`config.mk`:
```
export PLATFORM = sky130hd
export DESIGN_NAME = strobe_period_meter
export DESIGN_NICKNAME = d
export VERILOG_FILES = /design/src/rtl/counter_pkg.sv /design/src/rtl/saturating_tick_counter.sv /design/src/rtl/strobe_period_meter.sv
export SDC_FILE = /design/constraint.sdc
export NUM_CORES = 1
export LEC_CHECK = 0
export CORE_MARGIN = 2
export CORE_UTILIZATION = 50
export DETAILED_ROUTE_END_ITERATION = 8
export PLACE_DENSITY_LB_ADDON = 0.3
export SYNTH_ARGS = -nofsm -noshare
export SYNTH_HDL_FRONTEND = slang
export SYNTH_SLANG_ARGS = --single-unit
```
`constraint.sdc`:
```
create_clock -name clk -period 4.75 [get_ports clk]
set_clock_uncertainty 0.05 [all_clocks]
set_input_delay 0.95 -clock clk [delete_from_list [all_inputs] [get_ports clk]]
set_output_delay 0.95 -clock clk [all_outputs]
set_load 0.01 [all_outputs]
```
`src/rtl/counter_pkg.sv`:
```
// Shared definitions for the strobe generator / period meter family:
// FSM state encodings and a constant-function log2 for sizing counters.
package counter_pkg;

  typedef logic [0:0] state_t;

  localparam state_t ST_SEEK    = 1'b0;
  localparam state_t ST_MEASURE = 1'b1;

  // Bits needed to hold values 0..v-1 (minimum 1).
  function automatic int clog2(input int v);
    int r;
    r = 1;
    for (int i = 1; i < 31; i++) begin
      if ((1 << i) < v) r = i + 1;
    end
    return r;
  endfunction

endpackage

```
`src/rtl/saturating_tick_counter.sv`:
```
// WIDTH-bit tick counter. `value` is the count including this cycle's `inc`,
// clamped at all-ones; `sat` flags an increment that would have gone past it.
module saturating_tick_counter #(
  parameter int WIDTH = 25
) (
  input  logic             clk,
  input  logic             rst_n,
  input  logic             inc,
  input  logic             zero,
  output logic [WIDTH-1:0] value,
  output logic             sat
);
  import counter_pkg::*;

  localparam logic [WIDTH-1:0] MAX_VAL = '1;

  logic [WIDTH-1:0] cnt_q;
  logic [WIDTH-1:0] cnt_d;

  always_comb begin
    sat   = inc && (cnt_q == MAX_VAL);
    value = sat ? cnt_q : cnt_q + {{(WIDTH-1){1'b0}}, inc};
    // `zero` discards the running sum so the next interval starts clean.
    cnt_d = zero ? '0 : value;
  end

  always_ff @(posedge clk or negedge rst_n) begin
    if (!rst_n) cnt_q <= '0;
    else        cnt_q <= cnt_d;
  end

endmodule

```
`src/rtl/strobe_period_meter.sv`:
```
// Measures enable-qualified ticks between strobe pulses; reports the period,
// a one-cycle valid pulse, sticky overflow and a lock indication.
module strobe_period_meter #(
  parameter int WIDTH      = 25,
  parameter int LOCK_COUNT = 2
) (
  input  logic             clk,
  input  logic             rst_n,
  input  logic             clear,
  input  logic             enable,
  input  logic             strobe_in,
  output logic [WIDTH-1:0] period,
  output logic             period_valid,
  output logic             overflow,
  output logic             locked
);
  import counter_pkg::*;

  localparam int MATCH_W = clog2(LOCK_COUNT + 1);
  localparam logic [MATCH_W-1:0] LOCK_TGT = MATCH_W'(LOCK_COUNT);

  state_t             state_q, state_d;
  logic [WIDTH-1:0]   period_q, period_d;
  logic               period_valid_q, period_valid_d;
  logic               overflow_q, overflow_d;
  logic               locked_q, locked_d;
  logic [MATCH_W-1:0] match_cnt_q, match_cnt_d;
  logic               ovf_run_q, ovf_run_d;
  logic               period_ok_q, period_ok_d;

  logic               cnt_zero;
  logic [WIDTH-1:0]   cur;
  logic               cnt_sat;
  logic               ovf_now;

  saturating_tick_counter #(.WIDTH(WIDTH)) u_ticks (
    .clk   (clk),
    .rst_n (rst_n),
    .inc   (enable),
    .zero  (cnt_zero),
    .value (cur),
    .sat   (cnt_sat)
  );

  assign ovf_now = ovf_run_q | cnt_sat;

  always_comb begin
    state_d        = state_q;
    period_d       = period_q;
    period_valid_d = 1'b0;
    overflow_d     = overflow_q;
    locked_d       = locked_q;
    match_cnt_d    = match_cnt_q;
    ovf_run_d      = ovf_run_q;
    period_ok_d    = period_ok_q;
    cnt_zero       = 1'b1;

    if (clear) begin
      state_d     = ST_SEEK;
      period_d    = '0;
      overflow_d  = 1'b0;
      locked_d    = 1'b0;
      match_cnt_d = '0;
      ovf_run_d   = 1'b0;
      period_ok_d = 1'b0;
    end else begin
      case (state_q)
        ST_SEEK: begin
          if (strobe_in) state_d = ST_MEASURE;
        end
        ST_MEASURE: begin
          cnt_zero = strobe_in;
          if (strobe_in) begin
            ovf_run_d = 1'b0;
            if (ovf_now) begin
              // An overflowed interval breaks the lock chain entirely.
              overflow_d  = 1'b1;
              match_cnt_d = '0;
              locked_d    = 1'b0;
              period_ok_d = 1'b0;
            end else begin
              period_d       = cur;
              period_valid_d = 1'b1;
              overflow_d     = 1'b0;
              period_ok_d    = 1'b1;
              if (period_ok_q && (cur == period_q))
                match_cnt_d = (match_cnt_q >= LOCK_TGT) ? match_cnt_q
                                                        : match_cnt_q + 1'b1;
              else
                match_cnt_d = {{(MATCH_W-1){1'b0}}, 1'b1};
              locked_d = (match_cnt_d >= LOCK_TGT);
            end
          end else if (cnt_sat) begin
            ovf_run_d  = 1'b1;
            overflow_d = 1'b1;
          end
        end
        default: state_d = ST_SEEK;
      endcase
    end
  end

  always_ff @(posedge clk or negedge rst_n) begin
    if (!rst_n) begin
      state_q        <= ST_SEEK;
      period_q       <= '0;
      period_valid_q <= 1'b0;
      overflow_q     <= 1'b0;
      locked_q       <= 1'b0;
      match_cnt_q    <= '0;
      ovf_run_q      <= 1'b0;
      period_ok_q    <= 1'b0;
    end else begin
      state_q        <= state_d;
      period_q       <= period_d;
      period_valid_q <= period_valid_d;
      overflow_q     <= overflow_d;
      locked_q       <= locked_d;
      match_cnt_q    <= match_cnt_d;
      ovf_run_q      <= ovf_run_d;
      period_ok_q    <= period_ok_d;
    end
  end

  assign period       = period_q;
  assign period_valid = period_valid_q;
  assign overflow     = overflow_q;
  assign locked       = locked_q;

endmodule

```
==> out/results.ini, run 1 <==
[status]
status = finished clean

[timing]
period_share = 0.877
setup-tns-final_ns = 0
hold_viol_final = 0
setup_slack_ns = 0.586
max_freq_mhz = 240
worstMarginPinSlew_ns = 0.996
finalMaxSlewViolations = 0
relSlewSlack = 0.335
setup_viol_count_final = 0
period_needed_ns = 4.16
rsz0062_at_grt = no

[worst_hold_path]
hold_class = reg -> reg

[drt]
drc_errors = 0
dr.pass1.iters = 6
drtIter0Drc = 243
ant_nets = 0
routedWlPerCell_um = 18.7
viasPerCell = 6.05
vias = 3115
wl_um = 9620

[clock_network]
clock-sinks = 58
cts_buffers = 9
cts_setup_buffers = 0
holdBufCountCts = 0
clk_pin_slew_worst_paths_ns = 0.07
htree_num_levels = 3
clock_latency_ns = 0.34
cts_root_buf = clkbuf_8
cts_resized = 0
cts_max_path_buffers = 2
cts_tree = done

[grt]
busiest_layer = met2
met3_usage = 0.0782
gr-total-overflow = 0
grt_pass1_vias = 3028
grt_use_met2 = 0.420
grt_max_degree = 59
antenna_found_initial = 0
grtUsageMet1 = 0.373
grt_use_total = 0.273
grt_pass1_wl_um = 16000

[place]
numPortBuffers = 32
hpwl_um = 7010
dp_slack_ns = 0.268
place.gp.congestion = 0.937

[critical_path]
slowest_stage = and3_1
cp_max_fo = 11
setup.worst_path.class = in -> reg
crit_arrival_ns = 4.34
required_ns = 4.93
critPathMaxStageDelay_ns = 0.58
end_kind = flip-flop
path_cells = clkdlybuf4s50_1, nand4_1, nor2_1, and3_1, buf_4, nor4b_1, xnor2_1, xor2_1, o2111ai_1, or4_1, a22o_1
startpoint_type = input pin

[layout]
fin_nets = 422
final_util = 0.603
diodes = 0
syn2layout_area_growth_pct = 17.0
num-fill-cells = 609
drive_gt1_frac = 0.0764

[synth]
yosysUniqueCellTypes = 64
synth-async-reset-ratio = 1.00
synth_edf_count = 0
synth_top_area_frac = 0.414
yosys_register_bits = 58
synth_top_cells_by_count = nor2_1, dfrtp_1, a211oi_1, xor2_1, nand4_1
ys.flop_type = dfrtp_1
synth_area_leaders = dfrtp_1, nor2_1, xor2_1
netlist_area_mm2 = 0.00350
yosys.area.top_type = dfrtp_1
syn_inst = 390
yosysSeqAreaShare = 0.414
yosys_warnings = 0
yosysMostFrequentCell = nor2_1
synth_nets = 398
synth.avg_cell_area_um2 = 8.98

[floorplanning]
pin_count = 33
start_util = 0.516
die_w_um = 87.7
die_h_um = 87.7
core_area_mm2 = 0.00679
dieArea_mm2 = 0.00769
rows = 30

[power_and_ir_drop]
p_per_area_mw_per_mm2 = 283
sw_frac_of_total = 0.241
seqPwrFrac = 0.453
power.share.clock = 0.453
vdd.ir_drop.worst_mv = 0.227
total_leakage_power_nw = 1.61
combPwrFrac = 0.094
internal-power_w = 0.000881
power_switching_w = 0.000279

[flow_run]
cap_violations = 0

-- area by class of cell --
class | instances | area (µm²) | area share
clock inverter | 4 | 73.8 | 0.0180
multi-input combinational | 300 | 1910 | 0.467
clock buffer | 12 | 155 | 0.0379
inverter | 8 | 30.0 | 0.00733
timing repair buffer | 37 | 353 | 0.0861
sequential | 58 | 1450 | 0.354
tap | 96 | 120 | 0.0293
-- kinds of logic (layout without fill, tap and decap cells) --
kind of cell    Yosys count  in the layout  share of synthesized area
simple gates            183            183                      0.277
fa+ha+maj                 3              3                     0.0107
compound gates           75             75                      0.160
mux                       2              2                    0.00571
buf+inv                  32             61                     0.0400
flops                    58             58                      0.414
xor+xnor                 37             37                     0.0925
-- metrics by stage --
stage	instances	hold WS (ns)	instance area, µm²	total power (W)
floorplan	390	0.399	3500	0.000589
global placement	499	0.412	3870	0.000642
global route	515	0.458	4100	0.00122
finish	515	0.435	4100	0.00116
detailed placement	499	0.417	3870	0.000644
CTS	515	0.434	4100	0.00117
-- state kept, by name, indices dropped and copies added, names as in the netlist --
register       cells
u_ticks.cnt_q     25
period_ok_q        1
state_q            1
match_cnt_q        2
period            25
overflow           1
locked             1
period_valid       1
ovf_run_q          1
-- final timing paths --
| path | startpoint | to | slack, ns | cells after the start |
|---|---|---|---|---|
| min in group asynchronous | rst_n | period[12] | 0.70 | 2 |
| worst max register to register | u_ticks.cnt_q[13] | match_cnt_q[0] | 0.88 | 10 |
| worst min-delay path | locked | locked | 0.43 | 1 |
| max in group asynchronous | rst_n | period[15] | 3.48 | 2 |
| worst min register to register | locked | locked | 0.43 | 1 |
| worst max-delay path | enable | match_cnt_q[0] | 0.59 | 11 |
-- power by group through the flow --
stage           logic, W  registers [W]  clock network [W]
2_1_floorplan  0.0000528       0.000536                  0
3_3_place_gp    0.000108       0.000534                  0
3_5_place_dp    0.000109       0.000535                  0
4_1_cts         0.000110       0.000526           0.000531
5_1_grt         0.000121       0.000528           0.000568
6_report        0.000109       0.000526           0.000525
-- per-layer routing --
metal / share of wire / vias to the layer above
met5: 0 / -
met4: 0.028 / 0
met3: 0.054 / 21
met2: 0.46 / 115
met1: 0.46 / 1514
li1: - / 1465
-- critical path: cells and delay by family --
family	cells	cell delay, ns
and+or+nand+nor	5	1.71
buffers and inverters	2	0.71
xor gates and xnor gates	2	0.60
AOI/OAI and AO/OA	2	0.37
-- cell usage in the layout, fill, tap and decap left out, drive strengths merged, types with 4 or more instances in the layout --
cell,count
or3,5
nand2,15
xnor2,15
dfrtp,58
o21ai,10
nand2b,7
nand4,18
nand3b,4
nand3,14
nor3,10
a21oi,7
xor2,22
clkdlybuf4s50,31
nor2b,4
inv,8
and4,5
nor4,10
clkbuf,12
buf,6
a211oi,25
nor2,74
and3,7
a31oi,5
No activity file was read; power rests on OpenSTA's default activity.
==> inputs of run 2 (changes only) <==
--- a/config.mk
+++ b/config.mk
@@ -8,6 +8,7 @@
 export CORE_MARGIN = 2
 export CORE_UTILIZATION = 50
 export DETAILED_ROUTE_END_ITERATION = 8
+export HOLD_SLACK_MARGIN = 0.15
 export PLACE_DENSITY_LB_ADDON = 0.3
 export SYNTH_ARGS = -nofsm -noshare
 export SYNTH_HDL_FRONTEND = slang
==> results of run 2 <==
No change in the layout: final DEF, timing and power equal those of run 1.
